**config.mk**
```make
export PLATFORM = sky130hd
export DESIGN_NAME = max7219_chain
export DESIGN_NICKNAME = d
export VERILOG_FILES = /design/src/rtl/max7219_pkg.sv /design/src/rtl/max7219_shift.sv /design/src/rtl/max7219_chain.sv
export SDC_FILE = /design/constraint.sdc
export NUM_CORES = 1
export LEC_CHECK = 0
export ABC_AREA = 1
export BUFFER_PORTS_ARGS = -buffer_cell sky130_fd_sc_hd__buf_2
export CORE_MARGIN = 1.5
export CORE_UTILIZATION = 40
export CTS_BUF_LIST = sky130_fd_sc_hd__clkbuf_8
export CTS_CLUSTER_SIZE = 40
export DETAILED_ROUTE_END_ITERATION = 7
export REMOVE_ABC_BUFFERS = 1
export SLEW_MARGIN = 30
export SYNTH_ARGS = -nofsm -noshare
export SYNTH_HDL_FRONTEND = slang
export SYNTH_SLANG_ARGS = --single-unit
```
**constraint.sdc**
```tcl
create_clock -name clk -period 3 [get_ports clk]
set_input_delay 0.15 -clock clk [delete_from_list [all_inputs] [get_ports clk]]
set_output_delay 0.15 -clock clk [all_outputs]
set_load 0.02 [all_outputs]
```
**src/rtl/max7219_pkg.sv**
```systemverilog
// Shared constants and helpers for the MAX7219 cascade driver: register map,
// power-up register sequence and hex-to-segment decoding.
package max7219_pkg;

  localparam logic [3:0] REG_DECODE    = 4'h9;
  localparam logic [3:0] REG_INTENSITY = 4'hA;
  localparam logic [3:0] REG_SCANLIMIT = 4'hB;
  localparam logic [3:0] REG_SHUTDOWN  = 4'hC;
  localparam logic [3:0] REG_TEST      = 4'hF;

  localparam logic [2:0] INIT_LAST      = 3'd5;
  localparam logic [2:0] INIT_IDX_INTEN = 3'd4;

  // Init sequence entry {addr, data}; shut down first so reconfiguration is not visible.
  function automatic logic [11:0] init_entry(input logic [2:0] idx, input logic [3:0] inten);
    logic [11:0] e;
    case (idx)
      3'd0:    e = {REG_SHUTDOWN, 8'h00};
      3'd1:    e = {REG_TEST, 8'h00};
      3'd2:    e = {REG_SCANLIMIT, 8'h07};
      3'd3:    e = {REG_DECODE, 8'h00};
      3'd4:    e = {REG_INTENSITY, 4'h0, inten};
      default: e = {REG_SHUTDOWN, 8'h01};
    endcase
    return e;
  endfunction

  // Segment pattern, bit6..0 = A..G.
  function automatic logic [6:0] seg7(input logic [3:0] nib);
    logic [6:0] s;
    case (nib)
      4'h0: s = 7'h7E;  4'h1: s = 7'h30;  4'h2: s = 7'h6D;  4'h3: s = 7'h79;
      4'h4: s = 7'h33;  4'h5: s = 7'h5B;  4'h6: s = 7'h5F;  4'h7: s = 7'h70;
      4'h8: s = 7'h7F;  4'h9: s = 7'h7B;  4'hA: s = 7'h77;  4'hB: s = 7'h1F;
      4'hC: s = 7'h4E;  4'hD: s = 7'h3D;  4'hE: s = 7'h4F;  default: s = 7'h47;
    endcase
    return s;
  endfunction

  // True when nibbles k..7 of v are all zero.
  function automatic logic upper_zero(input logic [31:0] v, input logic [2:0] k);
    return (v >> {k, 2'b00}) == 32'd0;
  endfunction

endpackage

```
**src/rtl/max7219_shift.sv**
```systemverilog
// Serialises one NUM_DEV-word register write onto din/clk/load, MSB first,
// with a one-cycle load setup and a LOAD_HOLD-cycle latch phase.
module max7219_shift #(
  parameter int NUM_DEV   = 1,
  parameter int CLK_DIV   = 10,
  parameter int LOAD_HOLD = 4
) (
  input  logic                  clk,
  input  logic                  rst_n,
  input  logic                  start,
  input  logic [16*NUM_DEV-1:0] data,
  output logic                  busy,
  output logic                  done,
  output logic                  max_din,
  output logic                  max_clk,
  output logic                  max_load
);

  localparam int W    = 16 * NUM_DEV;
  localparam int HALF = CLK_DIV / 2;
  localparam int BW   = $clog2(W);
  localparam int DW   = $clog2(CLK_DIV);
  localparam int HW   = (LOAD_HOLD > 1) ? $clog2(LOAD_HOLD) : 1;

  localparam logic [1:0] PH_IDLE  = 2'd0;
  localparam logic [1:0] PH_SETUP = 2'd1;
  localparam logic [1:0] PH_SHIFT = 2'd2;
  localparam logic [1:0] PH_HOLD  = 2'd3;

  logic [1:0]    phase_reg;
  logic [W-1:0]  sr_reg;
  logic [BW-1:0] bit_reg;
  logic [DW-1:0] div_reg;
  logic [HW-1:0] hold_reg;
  logic          din_reg;
  logic          sclk_reg;
  logic          load_reg;
  logic          done_reg;

  always_ff @(posedge clk or negedge rst_n) begin
    if (!rst_n) begin
      phase_reg <= PH_IDLE;
      sr_reg    <= '0;
      bit_reg   <= '0;
      div_reg   <= '0;
      hold_reg  <= '0;
      din_reg   <= 1'b0;
      sclk_reg  <= 1'b0;
      load_reg  <= 1'b1;
      done_reg  <= 1'b0;
    end else begin
      done_reg <= 1'b0;
      case (phase_reg)
        PH_IDLE: begin
          if (start) begin
            phase_reg <= PH_SETUP;
            sr_reg    <= data;
            load_reg  <= 1'b0;
          end
        end
        PH_SETUP: begin
          phase_reg <= PH_SHIFT;
          din_reg   <= sr_reg[W-1];
          sr_reg    <= {sr_reg[W-2:0], 1'b0};
          bit_reg   <= '0;
          div_reg   <= '0;
          sclk_reg  <= 1'b0;
        end
        PH_SHIFT: begin
          if (div_reg == DW'(CLK_DIV - 1)) begin
            div_reg  <= '0;
            sclk_reg <= 1'b0;
            if (bit_reg == BW'(W - 1)) begin
              phase_reg <= PH_HOLD;
              load_reg  <= 1'b1;
              hold_reg  <= '0;
            end else begin
              // New bit is presented on the same cycle the clock falls.
              bit_reg <= bit_reg + 1'b1;
              din_reg <= sr_reg[W-1];
              sr_reg  <= {sr_reg[W-2:0], 1'b0};
            end
          end else begin
            div_reg <= div_reg + 1'b1;
            if (div_reg == DW'(HALF - 1)) sclk_reg <= 1'b1;
          end
        end
        default: begin
          if (hold_reg == HW'(LOAD_HOLD - 1)) begin
            phase_reg <= PH_IDLE;
            done_reg  <= 1'b1;
            din_reg   <= 1'b0;
          end else begin
            hold_reg <= hold_reg + 1'b1;
          end
        end
      endcase
    end
  end

  assign busy     = (phase_reg != PH_IDLE);
  assign done     = done_reg;
  assign max_din  = din_reg;
  assign max_clk  = sclk_reg;
  assign max_load = load_reg;

endmodule

```
**src/rtl/max7219_chain.sv**
```systemverilog
// Continuously refreshes a cascade of MAX7219 8-digit modules from a packed hex
// vector: power-up wait, init sequence, then snapshot-consistent frames.
module max7219_chain
  import max7219_pkg::*;
#(
  parameter int NUM_DEV       = 1,
  parameter int CLK_DIV       = 10,
  parameter int POR_CYCLES    = 1048576,
  parameter int REINIT_CYCLES = 33554432,
  parameter int LOAD_HOLD     = 4,
  parameter int BLANK_LZ      = 0
) (
  input  logic                  clk,
  input  logic                  rst_n,
  input  logic [32*NUM_DEV-1:0] display_value,
  input  logic [8*NUM_DEV-1:0]  dp,
  input  logic [3:0]            intensity,
  output logic                  max_din,
  output logic                  max_clk,
  output logic                  max_load,
  output logic                  busy,
  output logic                  frame_done
);

  localparam int W = 16 * NUM_DEV;

  localparam logic [2:0] ST_POR   = 3'd0;
  localparam logic [2:0] ST_INIT  = 3'd1;
  localparam logic [2:0] ST_SNAP  = 3'd2;
  localparam logic [2:0] ST_INTEN = 3'd3;
  localparam logic [2:0] ST_DIGIT = 3'd4;

  logic [2:0]            state_reg;
  logic [31:0]           por_cnt_reg;
  logic [31:0]           re_cnt_reg;
  logic                  reinit_pend_reg;
  logic [2:0]            init_idx_reg;
  logic [2:0]            digit_reg;
  logic                  wait_reg;
  logic                  start_reg;
  logic [W-1:0]          word_reg;
  logic [32*NUM_DEV-1:0] snap_val_reg;
  logic [8*NUM_DEV-1:0]  snap_dp_reg;
  logic [3:0]            snap_int_reg;
  logic [3:0]            last_int_reg;
  logic                  frame_done_reg;

  logic         sh_busy;
  logic         sh_done;
  logic         can_start;
  logic         frame_end;
  logic [3:0]   digit_addr;
  logic [W-1:0] init_all;
  logic [W-1:0] inten_all;
  logic [W-1:0] digit_all;

  assign digit_addr = {1'b0, digit_reg} + 4'd1;
  assign can_start  = !wait_reg && !sh_busy && !start_reg;
  assign frame_end  = (state_reg == ST_DIGIT) && wait_reg && sh_done && (digit_reg == 3'd7);

  // Device gi occupies word slot gi, so the farthest device is shifted out first.
  for (genvar gi = 0; gi < NUM_DEV; gi++) begin : g_dev
    logic [31:0] dev_val;
    logic [7:0]  dev_dp;
    logic        blank;
    assign dev_val = snap_val_reg[32*gi +: 32];
    assign dev_dp  = snap_dp_reg[8*gi +: 8];
    assign blank   = (BLANK_LZ != 0) && (digit_reg != 3'd0) && upper_zero(dev_val, digit_reg);
    assign digit_all[16*gi +: 16] = {4'h0, digit_addr, dev_dp[digit_reg],
                                     blank ? 7'h00 : seg7(dev_val[4*digit_reg +: 4])};
    assign init_all[16*gi +: 16]  = {4'h0, init_entry(init_idx_reg, intensity)};
    assign inten_all[16*gi +: 16] = {4'h0, REG_INTENSITY, 4'h0, snap_int_reg};
  end

  always_ff @(posedge clk or negedge rst_n) begin
    if (!rst_n) begin
      state_reg       <= ST_POR;
      por_cnt_reg     <= '0;
      re_cnt_reg      <= '0;
      reinit_pend_reg <= 1'b0;
      init_idx_reg    <= '0;
      digit_reg       <= '0;
      wait_reg        <= 1'b0;
      start_reg       <= 1'b0;
      word_reg        <= '0;
      snap_val_reg    <= '0;
      snap_dp_reg     <= '0;
      snap_int_reg    <= '0;
      last_int_reg    <= '0;
      frame_done_reg  <= 1'b0;
    end else begin
      start_reg      <= 1'b0;
      frame_done_reg <= 1'b0;

      // Pending re-init is only honoured at a frame boundary.
      if (REINIT_CYCLES != 0 && state_reg != ST_POR) begin
        if (re_cnt_reg == 32'(REINIT_CYCLES - 1)) begin
          re_cnt_reg      <= '0;
          reinit_pend_reg <= 1'b1;
        end else begin
          re_cnt_reg <= re_cnt_reg + 1'b1;
          if (frame_end && reinit_pend_reg) reinit_pend_reg <= 1'b0;
        end
      end

      case (state_reg)
        ST_POR: begin
          if (por_cnt_reg == 32'(POR_CYCLES - 1)) begin
            state_reg    <= ST_INIT;
            init_idx_reg <= '0;
          end else begin
            por_cnt_reg <= por_cnt_reg + 1'b1;
          end
        end
        ST_INIT: begin
          if (can_start) begin
            start_reg <= 1'b1;
            wait_reg  <= 1'b1;
            word_reg  <= init_all;
            if (init_idx_reg == INIT_IDX_INTEN) last_int_reg <= intensity;
          end else if (wait_reg && sh_done) begin
            wait_reg <= 1'b0;
            if (init_idx_reg == INIT_LAST) state_reg <= ST_SNAP;
            else init_idx_reg <= init_idx_reg + 1'b1;
          end
        end
        ST_SNAP: begin
          snap_val_reg <= display_value;
          snap_dp_reg  <= dp;
          snap_int_reg <= intensity;
          digit_reg    <= '0;
          state_reg    <= (intensity != last_int_reg) ? ST_INTEN : ST_DIGIT;
        end
        ST_INTEN: begin
          if (can_start) begin
            start_reg    <= 1'b1;
            wait_reg     <= 1'b1;
            word_reg     <= inten_all;
            last_int_reg <= snap_int_reg;
          end else if (wait_reg && sh_done) begin
            wait_reg  <= 1'b0;
            state_reg <= ST_DIGIT;
          end
        end
        default: begin
          if (can_start) begin
            start_reg <= 1'b1;
            wait_reg  <= 1'b1;
            word_reg  <= digit_all;
          end else if (wait_reg && sh_done) begin
            wait_reg <= 1'b0;
            if (digit_reg == 3'd7) begin
              frame_done_reg <= 1'b1;
              if (reinit_pend_reg) begin
                state_reg    <= ST_INIT;
                init_idx_reg <= '0;
              end else begin
                state_reg <= ST_SNAP;
              end
            end else begin
              digit_reg <= digit_reg + 1'b1;
            end
          end
        end
      endcase
    end
  end

  max7219_shift #(
    .NUM_DEV   (NUM_DEV),
    .CLK_DIV   (CLK_DIV),
    .LOAD_HOLD (LOAD_HOLD)
  ) u_shift (
    .clk      (clk),
    .rst_n    (rst_n),
    .start    (start_reg),
    .data     (word_reg),
    .busy     (sh_busy),
    .done     (sh_done),
    .max_din  (max_din),
    .max_clk  (max_clk),
    .max_load (max_load)
  );

  assign busy       = (state_reg != ST_POR);
  assign frame_done = frame_done_reg;

endmodule
```
After elaboration in Yosys (flattened, before gate mapping). Memory sizes are Yosys's and may differ from the RTL's. Cells that the tools add are included.

Memories: 1. Bits of input ports: 46. Bits in read-only memories: 112. Logic and storage cells: 207. Register bits after elaboration: 173.

Eq/ne operators: 39. $add $sub $neg: 8. Reductions and logical operators: 50. Muxes and demuxes: 78. Bitwise gates (word level): 6. Shifts and indexed selects: 1. $lt $le $gt $ge: 1.

Memories: (no name shown) (words 16, width 7, read ports 1, clocked after Yosys merged registers in 0, wr ports 0, RTL line max7219_pkg.sv:31) `case (nib)`.

Operator list (number): 16-bit 2-to-1 mux (6); 16-bit one-hot mux with 3 select lines (2); 32-bit by 1-bit adder with 32-bit output, second input constant (2); 3-bit 2-to-1 mux (21); 11-bit one-hot mux with 5 select lines (1); 32-bit by 20-bit == test with 1-bit output, second input constant (1); 32-bit by 25-bit == test with 1-bit output, second input constant (1); 32-bit 2-to-1 mux (1); 32-bit by 6-bit indexed part select with 4-bit output (1); 4-bit AND reduction (7); 2-bit inequality test, second input constant (13); 4-bit 2-to-1 mux (6); 4-bit one-hot mux with 2 select lines (3); 1-bit 2-to-1 mux (21); 9-bit AND reduction (2); 3-bit nonzero test (6); 2-bit 2-to-1 mux (8); 2-bit nonzero test (8); 3-bit by 2-bit == test with 1-bit output, second input constant (4); 3-bit == test, second input constant (4); 3-bit one-hot mux with 4 select lines (1); 2-bit by 1-bit inequality test with 1-bit output, second input constant (5); 2-bit AND reduction (5); 3-bit one-hot mux with 3 select lines (1); 29 further kinds (53).

Depth between registers and ports, before layout.
Word-level depth: 7. Mapped depth: 17. Mapped depth without buffers: 15.

Hierarchy. A second synthesis with hierarchy kept.

Cells, all modules: 1270. Area total of the unflattened synthesis: 9819.4 um^2.

By module, submodules not included: max7219_chain (cells an instance 1013, times used 1, area each 7860.0 um^2, seq. area each 3428.3 um^2); max7219_shift (cells an instance 257, times used 1, area each 1959.4 um^2, seq. area each 802.0 um^2).

Least setup slack after synthesis. OpenSTA, ideal clock, no wires.

Kind: register -> register. Start point: register digit_reg[0]. End point: register word_reg[3]. Stages on the path, launching flop included: 14. Library setup time: 0.122 ns. Arrival: 2.026 ns. Slack: 0.851 ns. Period minus slack after synthesis: 2.149 ns. Required time: 2.878 ns. Path buffers: 3. Cells stage by stage: dfrtp_1 buf_6 inv_2 buf_6 buf_2 o21ai_1 o22ai_1 o21ai_0 ha_1 nand3b_1 nand3_1 nand2_1 nand2_1 a21oi_1.

Cells in the longest elaborated chain, start to end: 4.

RTL lines: from (decl) (RTL line max7219_chain.sv:38) `logic [2:0] digit_reg;`; from (signal assigned) (RTL line max7219_chain.sv:161) `digit_reg <= digit_reg + 1'b1;`; 32-bit by 6-bit indexed part select with 4-bit output (RTL line max7219_chain.sv:70) `blank ? 7'h00 : seg7(dev_val[4*digit_reg +: 4])};`; memory read 16 x 7 bit; 16-bit 2-to-1 mux (RTL line max7219_chain.sv:146) `if (can_start) begin`; 16-bit one-hot mux with 3 select lines (RTL line max7219_chain.sv:106) `case (state_reg)`; to (signal assigned) (RTL line max7219_chain.sv:119) `word_reg <= init_all;`; to (signal assigned) (RTL line max7219_chain.sv:138) `word_reg <= inten_all;`; to (signal assigned) (RTL line max7219_chain.sv:149) `word_reg <= digit_all;`; to (decl) (RTL line max7219_chain.sv:41) `logic [W-1:0] word_reg;`.

No other way between the ends. The select of a mux whose other input is x is not followed. A chain may end at the register's enable or synchronous reset.

Final worst setup path. Ends and elaborated chain as after synthesis.

==> flow_summary_export.csv <==
group,metric,value,unit
job,cap_violations,0,
critical_path,required,3.35,ns
logic_synthesis,synth_cells,1181,
logic_synthesis,ys_seq_area_share,45.3,%
clocking,ctsRootBufferMaster,"clkbuf_8",
logic_synthesis,synth-seq-cells,169,
grt,grt_pass1_vias,7466,
routing,drt-pass1-iter-count,5,
sta,hold_violations,0,
die,io_pins,51,
logic_synthesis,synth_warnings,0,
sta,setup_viol,0,
logic_synthesis,synth-async-reset-ratio,100,%
placed_design,place_congestion,0.895,
clocking,postCtsSetupRepairBufs,0,
clocking,clk_latency,0.48,ns
layout,fillers,2206,
sta,relSlewSlack,58.9,%
clocking,cts_buffers,17,
sta,tightest_slew,0.615,ns
die,die_height,156,um
grt,grt_max_degree,60,
placed_design,dpl_cell_area,9890,sq um
clocking,cts_tree,"done",
logic_synthesis,synthTopCellsByCount,"337 x nand2_1, 168 x dfrtp_1, 131 x inv_1",
layout,diodes,0,
clocking,clkTransAtPathRegs,0.10,ns
placed_design,io_buffers,50,
logic_synthesis,syn-cell-area,9350,sq um
layout,drive_gt1_share,11.7,%
die,dieArea,24300,sq um
sta,rsz0062_at_grt,"false",
grt,track_usage,18.0,%
sta,fin_skew,0.0234,ns
routing,drcViolationCount,0,
grt,antenna_found_initial,0,
critical_path,slowest_delay,0.54,ns
logic_synthesis,netlist-cell-type-count,55,
critical_path,crit_slowest_cell,"dfrtp_1",
die,coreArea,22800,sq um
grt,gr-total-overflow,0,
layout,nets,1345,
logic_synthesis,yosysMostFrequentCell,"nand2_1",
routing,dr.first_iter.drc_count,371,
critical_path,r2r_slack,0.52,ns
routing,wl_per_cell,12.7,um
logic_synthesis,synth_edf_count,0,
die,die_w,156,um
sta,tns,0,ns
status,run_status,"complete, no violations",
grt,grt_pass1_wl,35500,um
layout,syn_to_final_growth,15.3,%
power,leakage,5.06,nW
routing,viasPerCell,4.79,
clocking,htree_levels,4,
logic_synthesis,synthFlopType,"dfrtp_1",
logic_synthesis,synth_area_leader_cell,"dfrtp_1",
placed_design,dpl.hpwl,14400,um
min_path,hp-class,"in -> async",
routing,vias,7661,
power,p_per_area,383,nW/um^2
clocking,clkSinkCount,169,
critical_path,cp_data_arrival_time,2.83,ns
clocking,cts_buffer_depth,2,
sta,min_period,2.48,ns
critical_path,path_cells,"buf_4, nor2_1, nor2_1, o21ai_0, o21ai_0, inv_1, o21ai_0, ha_1, inv_1, nand3_1, nand2_1, nand2_1, nand2_1, nand2_1, a21oi_1",
critical_path,crit_top_cell,"nand2_1",
routing,drtAntennaViolNets,0,
critical_path,end_kind,"flip-flop",
sta,timing.final.crit_share,82.6,%
logic_synthesis,synth_top_cell_area_share,45.0,%
critical_path,path_class,"reg -> reg",
layout,postLayoutCellArea,10800,sq um
critical_path,startpoint_type,"flip-flop",
sta,max_freq,403,MHz
routing,wirelength,20200,um
power,ir_drop,0.000208,V
critical_path,worstPathMaxFanout,18,
die,std_cell_rows,55,
logic_synthesis,yosys-top-cells-area,"dfrtp_1 45%, nand2_1 14%, inv_1 5.3%",
logic_synthesis,syn_avg_cell_area,7.92,sq um
die,start_util,41.0,%
sta,maxSlewViolCount,0,
[cells in the final DEF (no fill, tap or decap), types with 4 or more instances in the layout]
| cell | synthesis | routed |
|---|---|---|
| dfrtp_1 | 168 | 168 |
| inv_1 | 131 | 130 |
| inv_2 | 5 | 6 |
| nor3_2 | 4 | 4 |
| nand2_1 | 337 | 337 |
| mux2_2 | 4 | 4 |
| dlygate4sd3_1 | 0 | 45 |
| o21ai_2 | 16 | 16 |
| xnor2_1 | 13 | 13 |
| nor2_1 | 102 | 102 |
| o211ai_1 | 15 | 15 |
| nand4_1 | 23 | 23 |
| buf_4 | 5 | 10 |
| a21oi_1 | 24 | 24 |
| nand2_2 | 4 | 4 |
| nor2_2 | 8 | 8 |
| o21ai_0 | 86 | 86 |
| nand3b_1 | 6 | 6 |
| nand3_1 | 54 | 54 |
| clkbuf_8 | 0 | 17 |
| xor2_1 | 36 | 36 |
| buf_2 | 9 | 49 |
| clkinv_8 | 0 | 5 |
| nor3_1 | 43 | 43 |
| ha_1 | 26 | 26 |
| inv_8 | 0 | 5 |
[critical path, delay by kind of cell (launching register included)]
family                     cells  cell delay, ns
AOI/OAI and AO/OA              4            0.64
adders and majority gates      1            0.29
buffers and inverters          3            0.41
DFF                            1            0.54
and+or+nand+nor                7            0.49
[power by group]
group,total (W),internal (W),leakage (nW),switching (W)
Clock,0.00172,0.000723,0.218,0.00100
Combinational,0.000133,0.0000664,2.86,0.0000664
Sequential,0.00228,0.00228,1.98,0
Total,0.00413,0.00307,5.06,0.00107
[cell families (layout without fill, tap and decap cells)]
kind of cell	Yosys count	after routing	synth area share [%]
AO/OA/AOI/OAI	162	162	10.3
XOR/XNOR	49	49	4.59
adder cells (fa/ha/maj)	26	26	3.48
buffers and inverters	171	276	7.72
flip-flops	169	169	45.3
multiplexers	5	5	0.589
AND/OR/NAND/NOR	599	599	28.1
[path summary, 6_finish.rpt]
path | cells after the start | from | to
max in group asynchronous | 3 | rst_n | u_shift.max_load
worst max-delay path | 15 | digit_reg[0] | word_reg[3]
min in group clk | 4 | display_value[31] | g_dev[0].dev_val[31]
worst min-delay path | 2 | rst_n | por_cnt_reg[5]
worst min register to register | 1 | u_shift.bit_reg[3] | u_shift.bit_reg[3]
worst max register to register | 15 | digit_reg[0] | word_reg[3]
[metrics by stage]
| stage | std cells | worst slack [ns] | utilization, % | total power (W) | hold slack [ns] |
|---|---|---|---|---|---|
| 4_1_cts | 1599 | 0.538 | 47.3 | 0.00420 | 0.227 |
| 2_1_floorplan | 1148 | 0.660 | - | 0.00233 | -0.146 |
| 6_report | 1599 | 0.521 | 47.3 | 0.00413 | 0.218 |
| 5_1_grt | 1599 | 0.231 | 47.3 | 0.00430 | 0.259 |
| 3_3_place_gp | 1522 | 0.676 | 43.4 | 0.00241 | 0.182 |
| 3_5_place_dp | 1522 | 0.567 | 43.4 | 0.00241 | 0.186 |
[cell type report]
cell class | instances | area, sq um | share of cell area (%)
Sequential cell | 169 | 4230 | 39.2
Clock inverter | 15 | 203 | 1.88
Inverter | 138 | 523 | 4.85
Multi-Input combinational cell | 841 | 4400 | 40.8
Timing Repair Buffer | 106 | 802 | 7.44
Tap cell | 313 | 392 | 3.63
Clock buffer | 17 | 234 | 2.17
[what timing repair did]
action | 4_1_cts | 5_1_grt
setup endpoints to repair | 0 | 0
hold endpoints to repair | 100 | 0
gates resized for setup | 0 | 0
hold buffers | 45 | 0
[per-layer routing]
metal  vias up  wire, um  GRT usage, %
met1      3555     10100          24.9
met3        14       589          3.56
li1       3991         -             -
met2       101      9350          29.1
met5         -         0             0
met4         0       180          4.44
Note: power is estimated with default switching activity, not from simulation.
